File: src/rtl/mul_pkg.sv
// Shared types and constants for the sequential shift-and-add multiplier.
package mul_pkg;

  localparam int MUL_WIDTH = 32;
  localparam int MUL_ITER  = 32;
  localparam int MUL_CNT_W = 6;

  typedef enum logic [1:0] {
    IDLE = 2'b00,
    BUSY = 2'b01,
    DONE = 2'b10
  } state_t;

endpackage

File: src/rtl/fulladder32.sv
// 32-bit ripple adder with carry-in (Pin) and carry-out (Pout).
module fulladder32 (
  input  logic [31:0] A,
  input  logic [31:0] B,
  input  logic        Pin,
  output logic [31:0] S,
  output logic        Pout
);

  assign {Pout, S} = {1'b0, A} + {1'b0, B} + {32'h0, Pin};

endmodule

File: src/rtl/seq_multiplier32.sv
// Unsigned 32x32->64 shift-and-add multiplier: one fulladder32, 32 iterations, start/busy/valid.
// Optional MUL_ZERO_SKIP_EN: a zero operand completes straight to DONE without iterating.
module seq_multiplier32
  import mul_pkg::*;
#(
  parameter int WIDTH = MUL_WIDTH,
  parameter int CNT_W = MUL_CNT_W
) (
  input  logic        clk,
  input  logic        rst,
  input  logic        start,
  input  logic [31:0] A,
  input  logic [31:0] B,
  output logic        busy,
  output logic        valid,
  output logic [63:0] P
);

  if ((WIDTH != 32) || ((2 ** CNT_W) <= WIDTH)) begin : g_bad_param
    $error("seq_multiplier32: WIDTH must be 32 and CNT_W must hold WIDTH");
  end

  localparam logic [CNT_W-1:0] LAST_CNT = CNT_W'(MUL_ITER - 1);

  state_t           state;
  logic [31:0]      mcand;
  // The 65-bit accumulator's top bit is always zero between iterations, so only 64 bits are kept.
  logic [63:0]      acc;
  logic [CNT_W-1:0] cnt;

  logic [31:0] add_b;
  logic [31:0] sum;
  logic        cout;
  logic [63:0] next_acc;
  logic        zero_skip;

  // Addend selection: multiplicand when the current multiplier bit is set.
  always_comb begin
    add_b = 32'h0;
    if (acc[0]) begin
      add_b = mcand;
    end else begin
      add_b = 32'h0;
    end
  end

  fulladder32 u_adder (
    .A    (acc[63:32]),
    .B    (add_b),
    .Pin  (1'b0),
    .S    (sum),
    .Pout (cout)
  );

  assign next_acc = {cout, sum, acc[31:1]};

  // Zero-operand shortcut decision on the accepting edge.
  always_comb begin
    zero_skip = 1'b0;
`ifdef MUL_ZERO_SKIP_EN
    zero_skip = (A == 32'h0) || (B == 32'h0);
`else
    zero_skip = 1'b0;
`endif
  end

  // Control FSM, shift register and registered handshake outputs.
  always_ff @(posedge clk or posedge rst) begin
    if (rst) begin
      state <= IDLE;
      busy  <= 1'b0;
      valid <= 1'b0;
      P     <= 64'h0;
      cnt   <= '0;
      mcand <= 32'h0;
      acc   <= 64'h0;
    end else begin
      case (state)
        IDLE, DONE: begin
          if (start) begin
            cnt <= '0;
            if (zero_skip) begin
              state <= DONE;
              busy  <= 1'b0;
              valid <= 1'b1;
              P     <= 64'h0;
              mcand <= 32'h0;
              acc   <= 64'h0;
            end else begin
              state <= BUSY;
              busy  <= 1'b1;
              valid <= 1'b0;
              mcand <= A;
              acc   <= {32'h0, B};
            end
          end
        end
        BUSY: begin
          acc <= next_acc;
          cnt <= cnt + CNT_W'(1);
          if (cnt == LAST_CNT) begin
            state <= DONE;
            busy  <= 1'b0;
            valid <= 1'b1;
            P     <= next_acc;
          end
        end
        default: begin
          state <= IDLE;
          busy  <= 1'b0;
          valid <= 1'b0;
        end
      endcase
    end
  end

endmodule

File: config.mk
export PLATFORM = sky130hd
export DESIGN_NAME = seq_multiplier32
export DESIGN_NICKNAME = d
export VERILOG_FILES = /design/src/rtl/mul_pkg.sv /design/src/rtl/fulladder32.sv /design/src/rtl/seq_multiplier32.sv
export SDC_FILE = /design/constraint.sdc
export NUM_CORES = 1
export LEC_CHECK = 0
export BUFFER_PORTS_ARGS = -buffer_cell sky130_fd_sc_hd__buf_2
export CAP_MARGIN = 20
export CORE_MARGIN = 5
export CORE_UTILIZATION = 49
export DETAILED_ROUTE_END_ITERATION = 10
export PLACE_DENSITY = 0.73
export SKIP_CTS_REPAIR_TIMING = 1
export SYNTH_ARGS = -nofsm -noshare
export SYNTH_HDL_FRONTEND = slang
export SYNTH_SLANG_ARGS = --single-unit
File: constraint.sdc
create_clock -name clk -period 12.8 [get_ports clk]
set_input_delay 2.56 -clock clk [delete_from_list [all_inputs] [get_ports clk]]
set_output_delay 2.56 -clock clk [all_outputs]
set_load 0.1 [all_outputs]
==> results.md <==
- Status: complete, no violations
- Critical Path Max Stage Delay: 0.47 ns
- Min setup slack post-route: 8.885 ns
- Filler Cells Inserted: 1509
- Sum of buffers and inverters on the critical path: 1
- Arrival time worst endpoint: 1.35 ns
- Area share of xor/xnor cells in the synthesized design: 0.02813
- DIE HEIGHT: 141.0 um
- Number of global-route vias before repair: 7080
- Number of enable flip-flop cells after synthesis: 0
- Synth unique cells: 57
- Largest delay share family, worst path: buffers and inverters
- Count of nets left with antenna violations after detail routing: 0
- Maximum fanout count along the critical path: 5
- Number of remaining DRC errors: 0
- Width of the chip: 141.0 um
- Combinational cell fraction of total power: 0.524
- Min-delay worst type: flop to flop
- Unrepaired setup endpoints after global routing: false
- Pre-CTS setup slack: 8.388 ns
- Power per Cell Area: 308.6 mW/mm^2
- Via count normalized by instance count: 5.321
- DRC violation total after the first TritonRoute iteration: 353
- Simple-gate share of the synthesized area: 0.2246
- Critical path endpoint category: primary output
- Number of top-level pins: 133
- Fraction of the cycle the final worst path needs: 0.3059
- Effective utilization at floorplan: 0.5033
- Total number of clock tree sinks: 169
- Part of the Yosys area used for sequential elements: 0.5031
- Library cell with the largest summed area after synthesis: sky130_fd_sc_hd__dfrtp_1
- Register bit count reported by yosys: 169
- Total nets after synthesis: 1039
- Routed wire per std cell: 15.69 um
- Detailed Place HPWL: 13.35 mm
- Total instance count after detailed placement: 1243
- Worst-case clock skew: 0.009885 ns
- Core area: 0.01670 mm^2
- Post-synth ARST share: 1.000
- Antenna violations before repair: 1
- Grt ovf: 0
- Largest vdd supply drop: 0.1907 mV
- Net switching component of the power: 1.500 mW
- Hold Vio Cnt, Final: 0
- Static power due to leakage: 5.210 nW
- Critical Setup Path Class: flop to primary output
- Adder-cell area share of the yosys netlist: 0.05150
- Number of synthesis warnings: 0
- Share of the synthesized area in the top cell type: 0.5031
- Sequence of cells on the critical path: buf_2
- Clock transition at path regs: 0.07 ns
- Count of TritonRoute iterations in the first routing pass: 4
- Share of cell area taken by muxes after synthesis: 0.01191
- Element type at the critical path start: flop
- Number of buffers inserted by port buffering: 132
- Main synth FF type: sky130_fd_sc_hd__dfrtp_1
- Fraction of layout cells with a size suffix above 1: 0.1828
- Synthesized cell area: 0.008406 mm^2
- Final nets: 1144
- Total Negative Setup Slacks: 0 ns
- Min Clock Period, post-route: 3.915 ns
- Final design utilization: 0.5888
- Root buffer selected by CTS: sky130_fd_sc_hd__clkbuf_16
- Count of pins over their slew limit: 0
- Average cell area after synthesis: 8.961 um^2
- Net switching fraction of the power: 0.4942
- First-pass GRT wire length: 34.34 mm
- H-tree levels: 4
- Clock tree from TritonCTS: yes
- Cell Count, Final, Fillers Out: 1276
- Routed via count: 6790
- Critical-path cell with the highest stage delay: sky130_fd_sc_hd__buf_2
- Sequential fraction of design power: 0.305
- Top cells by area, synth: sky130_fd_sc_hd__dfrtp_1, sky130_fd_sc_hd__nand2_1, sky130_fd_sc_hd__ha_1, sky130_fd_sc_hd__a22oi_1, sky130_fd_sc_hd__and2_1
- Final RePlAce weighted congestion: 0.8942
- Maximum buffer depth of the clock tree: 2
- Wirelength, routed: 20.02 mm
- Synthesized instance count: 938
- Portion of total power attributed to the clock network: 0.171
- CTS buffer count: 17
- Area growth from synthesis to layout: 16.98%
- Share of the synthesized area in compound gates (AO/OA/AOI/OAI): 0.1494
- Headroom to the max-slew limit: 0.3631
- Cell internal power dissipation: 1.535 mW
- Measured slew at the worst slew-check pin: 0.9554 ns
- Total die area: 0.01987 mm^2
- Later-pin clock latency in the skew report: 0.43 ns
- Maximum number of pins on one net before global-route repair: 87
- Count of endpoints failing setup in the final report: 0
- Antenna diodes: 0
- Max Freq: 0.2554 GHz
- Overall fraction of global-route tracks in use: 0.2105
- Required arrival time at the worst endpoint: 10.24 ns
- Row count: 47
- Main combinational cell family by area after synthesis: simple AND/OR/NAND/NOR gates
- Count of maximum capacitance violations: 0
-- path summary, 6_finish.rpt --
path | start | to | slack, ns | cells past startpoint
worst min register to register | mcand[5]$_DFFE_PP0P_ | mcand[5]$_DFFE_PP0P_ | 0.47 | 2
worst min-delay path | mcand[5]$_DFFE_PP0P_ | mcand[5]$_DFFE_PP0P_ | 0.47 | 2
min in group asynchronous | rst | P[19]$_DFFE_PP0P_ | 2.27 | 2
worst max register to register | acc[0]$_DFFE_PP0P_ | P[61]$_DFFE_PP0P_ | 8.91 | 12
worst max-delay path | state[1]$_DFFE_PP0P_ | valid | 8.89 | 1
max in group asynchronous | rst | mcand[12]$_DFFE_PP0P_ | 9.39 | 4
-- layout make-up --
| class | instances | area, um^2 | area share |
|---|---|---|---|
| multi-input combinational | 703 | 3949 | 0.4016 |
| tap | 220 | 275.3 | 0.02799 |
| inverter | 13 | 53.80 | 0.005471 |
| clock inverter | 15 | 167.7 | 0.01705 |
| clock buffer | 17 | 425.4 | 0.04326 |
| sequential | 169 | 4229 | 0.4301 |
| timing repair buffer | 139 | 733.2 | 0.07456 |
-- Yosys cell counts (all sizes together), types with 2 or more instances --
cell type	number
nand3	17
nor4	2
nor2	20
inv	13
o41ai	3
a22oi	32
ha	33
o31ai	2
dfrtp	169
o2111ai	3
nor3	5
a41oi	3
o211ai	6
xor2	10
buf	18
and2	31
xnor2	17
and3	2
o21ai	40
nor2b	6
a31oi	4
or4	2
a211oi	3
clkbuf	35
nand2	348
nand2b	3
or4b	2
a21o	11
o21bai	4
o21a	5
a21oi	36
mux2	8
nand4	7
a22o	22
or2	2
-- cell families (layout without fill, tap and decap cells) --
family | Yosys count | after routing
and+or+nand+nor | 450 | 450
muxes | 9 | 9
buffers and inverters | 66 | 184
AOI/OAI and AO/OA | 183 | 183
DFF | 169 | 169
adders and majority gates | 34 | 34
xor gates and xnor gates | 27 | 27
-- worst reg2reg max path, stage by stage, from the launching register on --
cell                        delay, ns
sky130_fd_sc_hd__dfrtp_1         0.97
sky130_fd_sc_hd__and2_1          0.24
sky130_fd_sc_hd__ha_1            0.19
sky130_fd_sc_hd__inv_1           0.06
sky130_fd_sc_hd__fa_1            0.40
sky130_fd_sc_hd__nor2b_1         0.16
sky130_fd_sc_hd__o2111ai_1       0.26
sky130_fd_sc_hd__a31o_1          0.35
sky130_fd_sc_hd__a31oi_1         0.35
sky130_fd_sc_hd__a211oi_1        0.20
sky130_fd_sc_hd__o21ai_1         0.20
sky130_fd_sc_hd__xnor2_1         0.12
sky130_fd_sc_hd__mux2_2          0.27
-- routing by layer --
metal	part of all wire	track usage
met5	0.00035	0
met4	0.014	0.06017
met3	0.051	0.05147
met2	0.48	0.3533
met1	0.46	0.2728
-- power by group through the flow --
stage	Combinational, mW	Sequential (mW)	Clock, mW
after floorplan	0.835	1.37	0
after global placement	1.56	0.926	0
final	1.59	0.927	0.519
after detailed placement	1.59	0.926	0
after global routing	1.74	0.958	0.553
after CTS	1.59	0.926	0.527
-- flip-flops by register name, indices dropped and copies added (netlist names) --
register / flops
busy: 1
state: 2
P: 64
acc: 64
mcand: 32
cnt: 6
-- stage by stage --
stage	total power, mW	hold WS (ns)	instance area [um^2]
CTS	3.048	0.4711	9806
global placement	2.488	0.4488	9213
finish	3.035	0.4659	9833
floorplan	2.206	0.4374	8406
detailed placement	2.518	0.4550	9213
global route	3.250	0.5012	9833
-- layout by cell type (no fill, tap or decap), types with 6 or more instances in the layout --
cell / instances
sky130_fd_sc_hd__nand2_1: 347
sky130_fd_sc_hd__dfrtp_1: 169
sky130_fd_sc_hd__buf_2: 132
sky130_fd_sc_hd__a21oi_1: 36
sky130_fd_sc_hd__o21ai_0: 34
sky130_fd_sc_hd__ha_1: 33
sky130_fd_sc_hd__a22oi_1: 32
sky130_fd_sc_hd__and2_1: 31
sky130_fd_sc_hd__a22o_1: 22
sky130_fd_sc_hd__nor2_1: 18
sky130_fd_sc_hd__nand3_1: 17
sky130_fd_sc_hd__xnor2_1: 17
sky130_fd_sc_hd__clkbuf_16: 17
sky130_fd_sc_hd__inv_1: 12
sky130_fd_sc_hd__a21o_1: 11
sky130_fd_sc_hd__xor2_1: 10
sky130_fd_sc_hd__mux2_2: 8
sky130_fd_sc_hd__nand4_1: 7
sky130_fd_sc_hd__buf_4: 6
(Power assumes the default switching activity.)
